## src/rtl/usb_fs_pkg.sv

```systemverilog
// Shared definitions for the full-speed USB IN endpoint arbitration logic.
package usb_fs_pkg;

    // Largest number of IN endpoints the arbiter can be built for.
    localparam int unsigned USB_FS_MAX_EPS = 16;

    // Width of endpoint index / rotation pointer fields.
    localparam int unsigned USB_FS_IDX_W = 5;

    typedef enum logic [0:0] {
        ARB_IDLE,
        ARB_GRANTED
    } arb_state_e;

    // Advance an endpoint index by one, wrapping at n with an explicit compare so
    // non-power-of-two endpoint counts wrap correctly.
    function automatic logic [USB_FS_IDX_W-1:0] wrap_inc(input logic [USB_FS_IDX_W-1:0] idx,
                                                          input int unsigned n);
        logic [USB_FS_IDX_W-1:0] nxt;
        nxt = idx + 5'd1;
        return (nxt >= 5'(n)) ? 5'd0 : nxt;
    endfunction

endpackage

```

## src/rtl/usb_fs_rr_pick.sv

```systemverilog
// Combinational rotating-priority picker: returns the first requester found when
// scanning from ptr_i upwards with wrap, optionally skipping one index.
module usb_fs_rr_pick
    import usb_fs_pkg::*;
#(
    parameter int unsigned NumEps = 1
) (
    input  logic [NumEps-1:0]       req_i,
    input  logic [USB_FS_IDX_W-1:0] ptr_i,
    input  logic                    excl_en_i,
    input  logic [USB_FS_IDX_W-1:0] excl_idx_i,
    output logic                    found_o,
    output logic [USB_FS_IDX_W-1:0] idx_o
);

    logic [USB_FS_MAX_EPS-1:0] req_ext;
    logic [USB_FS_IDX_W-1:0]   cand;

    assign req_ext = USB_FS_MAX_EPS'(req_i);

    // Scan NumEps positions starting at the pointer; the first hit wins.
    always_comb begin
        found_o = 1'b0;
        idx_o   = '0;
        cand    = '0;
        for (int unsigned k = 0; k < NumEps; k++) begin
            cand = ptr_i + 5'(k);
            if (cand >= 5'(NumEps)) begin
                cand = cand - 5'(NumEps);
            end
            if (!found_o && req_ext[cand[3:0]] && !(excl_en_i && (cand == excl_idx_i))) begin
                found_o = 1'b1;
                idx_o   = cand;
            end
        end
    end

endmodule

```

## src/rtl/usb_fs_in_rr_arb.sv

```systemverilog
// Round-robin arbiter sharing the IN protocol engine among NUM_IN_EPS endpoints.
// Grants are registered, priority rotates past each releasing owner, and the
// grant is frozen while the owner still requests or the engine is busy.
module usb_fs_in_rr_arb
    import usb_fs_pkg::*;
#(
    parameter int unsigned NUM_IN_EPS = 1
) (
    input  logic                      clk,
    input  logic                      reset,
    input  logic [NUM_IN_EPS-1:0]     in_ep_req,
    output logic [NUM_IN_EPS-1:0]     in_ep_grant,
    input  logic [NUM_IN_EPS*8-1:0]   in_ep_data,
    output logic [7:0]                arb_in_ep_data,
    input  logic                      pe_busy,
    output logic [USB_FS_IDX_W-1:0]   arb_owner,
    output logic                      arb_owner_valid
);

    arb_state_e                state_q;
    logic [NUM_IN_EPS-1:0]     grant_q;
    logic [USB_FS_IDX_W-1:0]   owner_q;
    logic [USB_FS_IDX_W-1:0]   ptr_q;
    logic                      valid_q;

    logic [USB_FS_MAX_EPS-1:0] req_ext;
    logic                      hold;
    logic [USB_FS_IDX_W-1:0]   rel_ptr;
    logic [USB_FS_IDX_W-1:0]   pick_ptr;
    logic                      pick_excl_en;
    logic                      pick_found;
    logic [USB_FS_IDX_W-1:0]   pick_idx;
    logic [NUM_IN_EPS-1:0]     pick_onehot;

    assign req_ext = USB_FS_MAX_EPS'(in_ep_req);
    assign hold    = req_ext[owner_q[3:0]] | pe_busy;
    assign rel_ptr = wrap_inc(owner_q, NUM_IN_EPS);

    // On release the pick already uses the advanced pointer and skips the old owner,
    // so a waiting requester takes over on the same edge.
    always_comb begin
        pick_excl_en = (state_q == ARB_GRANTED);
        pick_ptr     = (state_q == ARB_GRANTED) ? rel_ptr : ptr_q;
    end

    usb_fs_rr_pick #(
        .NumEps (NUM_IN_EPS)
    ) u_pick (
        .req_i      (in_ep_req),
        .ptr_i      (pick_ptr),
        .excl_en_i  (pick_excl_en),
        .excl_idx_i (owner_q),
        .found_o    (pick_found),
        .idx_o      (pick_idx)
    );

    // One-hot decode of the picked index.
    always_comb begin
        pick_onehot = '0;
        for (int unsigned i = 0; i < NUM_IN_EPS; i++) begin
            pick_onehot[i] = (pick_idx == 5'(i));
        end
    end

    // Arbiter FSM with registered grant, owner and rotation pointer.
    always_ff @(posedge clk or posedge reset) begin
        if (reset) begin
            state_q <= ARB_IDLE;
            grant_q <= '0;
            owner_q <= '0;
            ptr_q   <= '0;
            valid_q <= 1'b0;
        end else begin
            unique case (state_q)
                ARB_IDLE: begin
                    if (pick_found) begin
                        grant_q <= pick_onehot;
                        owner_q <= pick_idx;
                        valid_q <= 1'b1;
                        state_q <= ARB_GRANTED;
                    end
                end
                ARB_GRANTED: begin
                    if (!hold) begin
                        ptr_q <= rel_ptr;
                        if (pick_found) begin
                            grant_q <= pick_onehot;
                            owner_q <= pick_idx;
                        end else begin
                            grant_q <= '0;
                            valid_q <= 1'b0;
                            state_q <= ARB_IDLE;
                        end
                    end
                end
                default: begin
                    state_q <= ARB_IDLE;
                    grant_q <= '0;
                    valid_q <= 1'b0;
                end
            endcase
        end
    end

    // Route the owner's data byte to the protocol engine; zero when nobody owns it.
    always_comb begin
        arb_in_ep_data = 8'h00;
        if (valid_q) begin
            for (int unsigned i = 0; i < NUM_IN_EPS; i++) begin
                if (owner_q == 5'(i)) begin
                    arb_in_ep_data = in_ep_data[8*i +: 8];
                end
            end
        end
    end

    assign in_ep_grant     = grant_q;
    assign arb_owner       = owner_q;
    assign arb_owner_valid = valid_q;

endmodule
```

## config.mk

```make
export PLATFORM = sky130hd
export DESIGN_NAME = usb_fs_in_rr_arb
export DESIGN_NICKNAME = d
export VERILOG_FILES = /design/src/rtl/usb_fs_pkg.sv /design/src/rtl/usb_fs_rr_pick.sv /design/src/rtl/usb_fs_in_rr_arb.sv
export SDC_FILE = /design/constraint.sdc
export NUM_CORES = 1
export LEC_CHECK = 0
export CAP_MARGIN = 30
export CORE_UTILIZATION = 43
export DETAILED_ROUTE_END_ITERATION = 10
export PLACE_DENSITY = 0.85
export SLEW_MARGIN = 20
export SYNTH_ARGS = -nofsm -noshare
export SYNTH_HDL_FRONTEND = slang
export SYNTH_SLANG_ARGS = --single-unit
```

## constraint.sdc

```tcl
create_clock -name clk -period 2.4 [get_ports clk]
set_input_delay 0.48 -clock clk [delete_from_list [all_inputs] [get_ports clk]]
set_output_delay 0.48 -clock clk [all_outputs]
set_load 0.01 [all_outputs]
```

==> results.json <==
{
  "shortest_clock_period_the_worst_path_allows_after_layout_ns": 2.31,
  "yosysMostFrequentCell": "sky130_fd_sc_hd__dfrtp_1",
  "area_growth_from_synthesis_to_final_layout_pct": 43.9,
  "max_clock_buf_depth": 2,
  "failing_checks": "DRC",
  "iteration_0_drc_count_of_the_detailed_router": 27,
  "cp.required_ns": 1.92,
  "drt-total-wl_mm": 1.74,
  "placement.setup.worst_slack_ns": 0.306,
  "timing.setup.critical_path_class": "register to output port",
  "cts_hold_buffers_added": 0,
  "floorplan.die.height_um": 43.5,
  "cts.sink_count": 13,
  "layout-drive-gt1-share_pct": 11.7,
  "max_freq_mhz": 434,
  "ys_types": 25,
  "rr_endpoint": "arb_owner[4]$_DFFE_PP0P_",
  "postCtsSetupRepairBufs": 0,
  "clockRootBuffer": "sky130_fd_sc_hd__clkbuf_4",
  "critPathLaunchType": "register",
  "largest_net_degree_at_the_start_of_global_routing": 14,
  "top_sig_layer": "met4",
  "finish.net_count": 119,
  "synth.top_cells.by_area": "sky130_fd_sc_hd__dfrtp_1, sky130_fd_sc_hd__and2_1, sky130_fd_sc_hd__ha_1",
  "number_of_vias_per_cell": 5.56,
  "detail_route.drc_violations": 8,
  "slowest_stage": "sky130_fd_sc_hd__clkdlybuf4s50_1",
  "fillers": 128,
  "met3RoutedLength_um": 135,
  "share_of_flip_flops_with_an_asynchronous_set_or_reset_pct": 100,
  "list_of_most_frequent_post_synthesis_cells": "sky130_fd_sc_hd__dfrtp_1, sky130_fd_sc_hd__and2_1, sky130_fd_sc_hd__inv_1",
  "grt_util_all_layers_pct": 20.5,
  "startpoint": "arb_owner[1]$_DFFE_PP0P_",
  "period_share_pct": 96.1,
  "met2WireLength_um": 866,
  "netlist.top_cell.by_area": "sky130_fd_sc_hd__dfrtp_1",
  "num_antenna_cells": 0,
  "critical-path-max-stage-delay_ns": 0.53,
  "run_status": "finished, violations left",
  "path_cells": "inv_1, ha_1, and3_4, and2_1, clkdlybuf4s50_1",
  "tritoncts": "done",
  "ys_seq_elements": 13,
  "worst_r2r_startpoint": "pick_excl_en$_DFF_PP0_",
  "insertion_delay_to_the_later_sink_of_the_worst_skew_pair_ns": 0.27,
  "synth_nets": 87,
  "cp-end-kind": "output port",
  "routed-via-count": 662,
  "critPathMaxFanout": 8,
  "power_density_nw_per_um2": 632,
  "io_pins": 27,
  "initial_core_util_pct": 47.5,
  "first_pass_iters": 8,
  "wire_per_inst_um": 14.6,
  "count_of_flip_flops_with_a_built_in_enable_after_synthesis": 0,
  "fin_skew_ns": 0.00330,
  "worstHoldPathType": "primary input to async pin",
  "clkSlewWorstSetupHoldPaths_ns": 0.08,
  "layout.core_utilization_pct": 68.4,
  "finalWeightedCongestion": 0.902,
  "mappedNetlistArea_sq_um": 741,
  "grt_pass1_vias": 626,
  "design.core.area_sq_um": 1560,
  "synthCells": 72,
  "cts_inserted_buffers": 3,
  "cts_resized": 0,
  "antenna_found_initial": 0,
  "reg2regPathDepth": 8,
  "cts-htree-levels": 1,
  "hold_viol": 0,
  "row_count": 14,
  "ys.warnings.count": 0,
  "main_flop_type_after_synthesis": "sky130_fd_sc_hd__dfrtp_1",
  "slew_violations": 0,
  "ant_nets": 0,
  "final-setup-viol-count": 0,
  "grt_remaining_overflow": 0,
  "routedLengthMet1_um": 722,
  "place_hpwl_mm": 1.38,
  "fin_setup_tns_ns": 0,
  "drv.max_cap_violation_count": 0,
  "postSynthAreaPerCell_sq_um": 10.3,
  "leakagePower_uw": 0.000501,
  "setup_repair_after_global_routing_missed_its_margin": "false",
  "portBuffers": 26,
  "ys_seq_area_share_pct": 43.9,
  "worst-r2r-setup-slack_ns": 0.27,
  "floorplan.die.width_um": 43.5,
  "tightestPinTransition_ns": 0.499,
  "fin_ws_ns": 0.0933,
  "post-synth-top-area-fraction_pct": 43.9,
  "timing.critical_path.arrival_ns": 1.83,
  "grt_first_pass_wirelength_mm": 2.85,
  "end_point_of_the_critical_path": "arb_in_ep_data[6]",
  "vdd_ir_drop_max_mv": 0.529,
  "die-area_sq_um": 1890,
  "relSlewSlack_pct": 66.7,
  "holdWs_ns": 0.521
}
cells in the final DEF (no fill, tap or decap), types with 3 or more instances in the layout:
master,instances
sky130_fd_sc_hd__clkdlybuf4s50_1,26
sky130_fd_sc_hd__nor2b_1,5
sky130_fd_sc_hd__dfrtp_1,13
sky130_fd_sc_hd__o21ai_0,3
sky130_fd_sc_hd__nand2_1,4
sky130_fd_sc_hd__and2_1,12
sky130_fd_sc_hd__clkbuf_4,3
sky130_fd_sc_hd__inv_1,6
sky130_fd_sc_hd__ha_1,3
sky130_fd_sc_hd__nor2_1,4
metrics by stage:
step	total power, uW	instances	instance area (sq um)
final	673	119	1070
after global routing	710	119	1070
after CTS	672	119	1060
after detailed placement	537	115	1030
after global placement	530	115	1030
after floorplan	393	72	741
metal layers:
metal	global-route usage [%]	vias to the layer above
li1	-	323
met1	24.3	299
met2	34.8	34
met3	7.08	6
met4	6.88	0
met5	0	-
flip-flops by register name, summed over array words and instances, names as in the netlist:
signal,flops
arb_owner,5
arb_owner_valid,1
in_ep_grant,1
pick_excl_en,1
ptr_q,5
worst min-delay path by stage:
| stage | startpoint | end | slack [ns] |
|---|---|---|---|
| after CTS | reset | arb_owner[3]$_DFFE_PP0P_ | 0.52 |
| after global routing | reset | arb_owner[3]$_DFFE_PP0P_ | 0.59 |
| after floorplan | reset | arb_owner[0]$_DFFE_PP0P_ | 0.36 |
| final | reset | arb_owner[3]$_DFFE_PP0P_ | 0.52 |
| after global placement | arb_owner[4]$_DFFE_PP0P_ | arb_owner[4]$_DFFE_PP0P_ | 0.51 |
| after detailed placement | arb_owner[4]$_DFFE_PP0P_ | arb_owner[4]$_DFFE_PP0P_ | 0.53 |
report_power, final:
part	internal, uW	total, uW	switching, uW
clock	61.8	132	70.2
sequential	239	259	20.6
combinational	165	282	117
cell type report:
cell class              count  area (sq um)  area share [%]
multi-input cells          53           403            37.8
flip-flops and latches     13           325            30.5
repair buffers             27           268            25.1
clock buffers               3          22.5            2.11
inverters                   6          22.5            2.11
well taps                  16          20.0            1.88
clock inverters             1          5.00           0.469
critical path: cells and delay by family, from the launching register on:
family,cells,cell delay [ns]
buf+inv,2,0.63
flops,1,0.43
simple gates,2,0.34
fa+ha+maj,1,0.15
kinds of logic (layout without fill, tap and decap cells):
kind of cell | count (synthesis) | in the layout | synth area share, %
simple gates | 34 | 34 | 27.9
flops | 13 | 13 | 43.9
compound gates | 14 | 14 | 16.7
buf+inv | 6 | 37 | 3.04
mux | 2 | 2 | 3.38
fa+ha+maj | 3 | 3 | 5.07
Note: power is estimated with default switching activity, not from simulation.
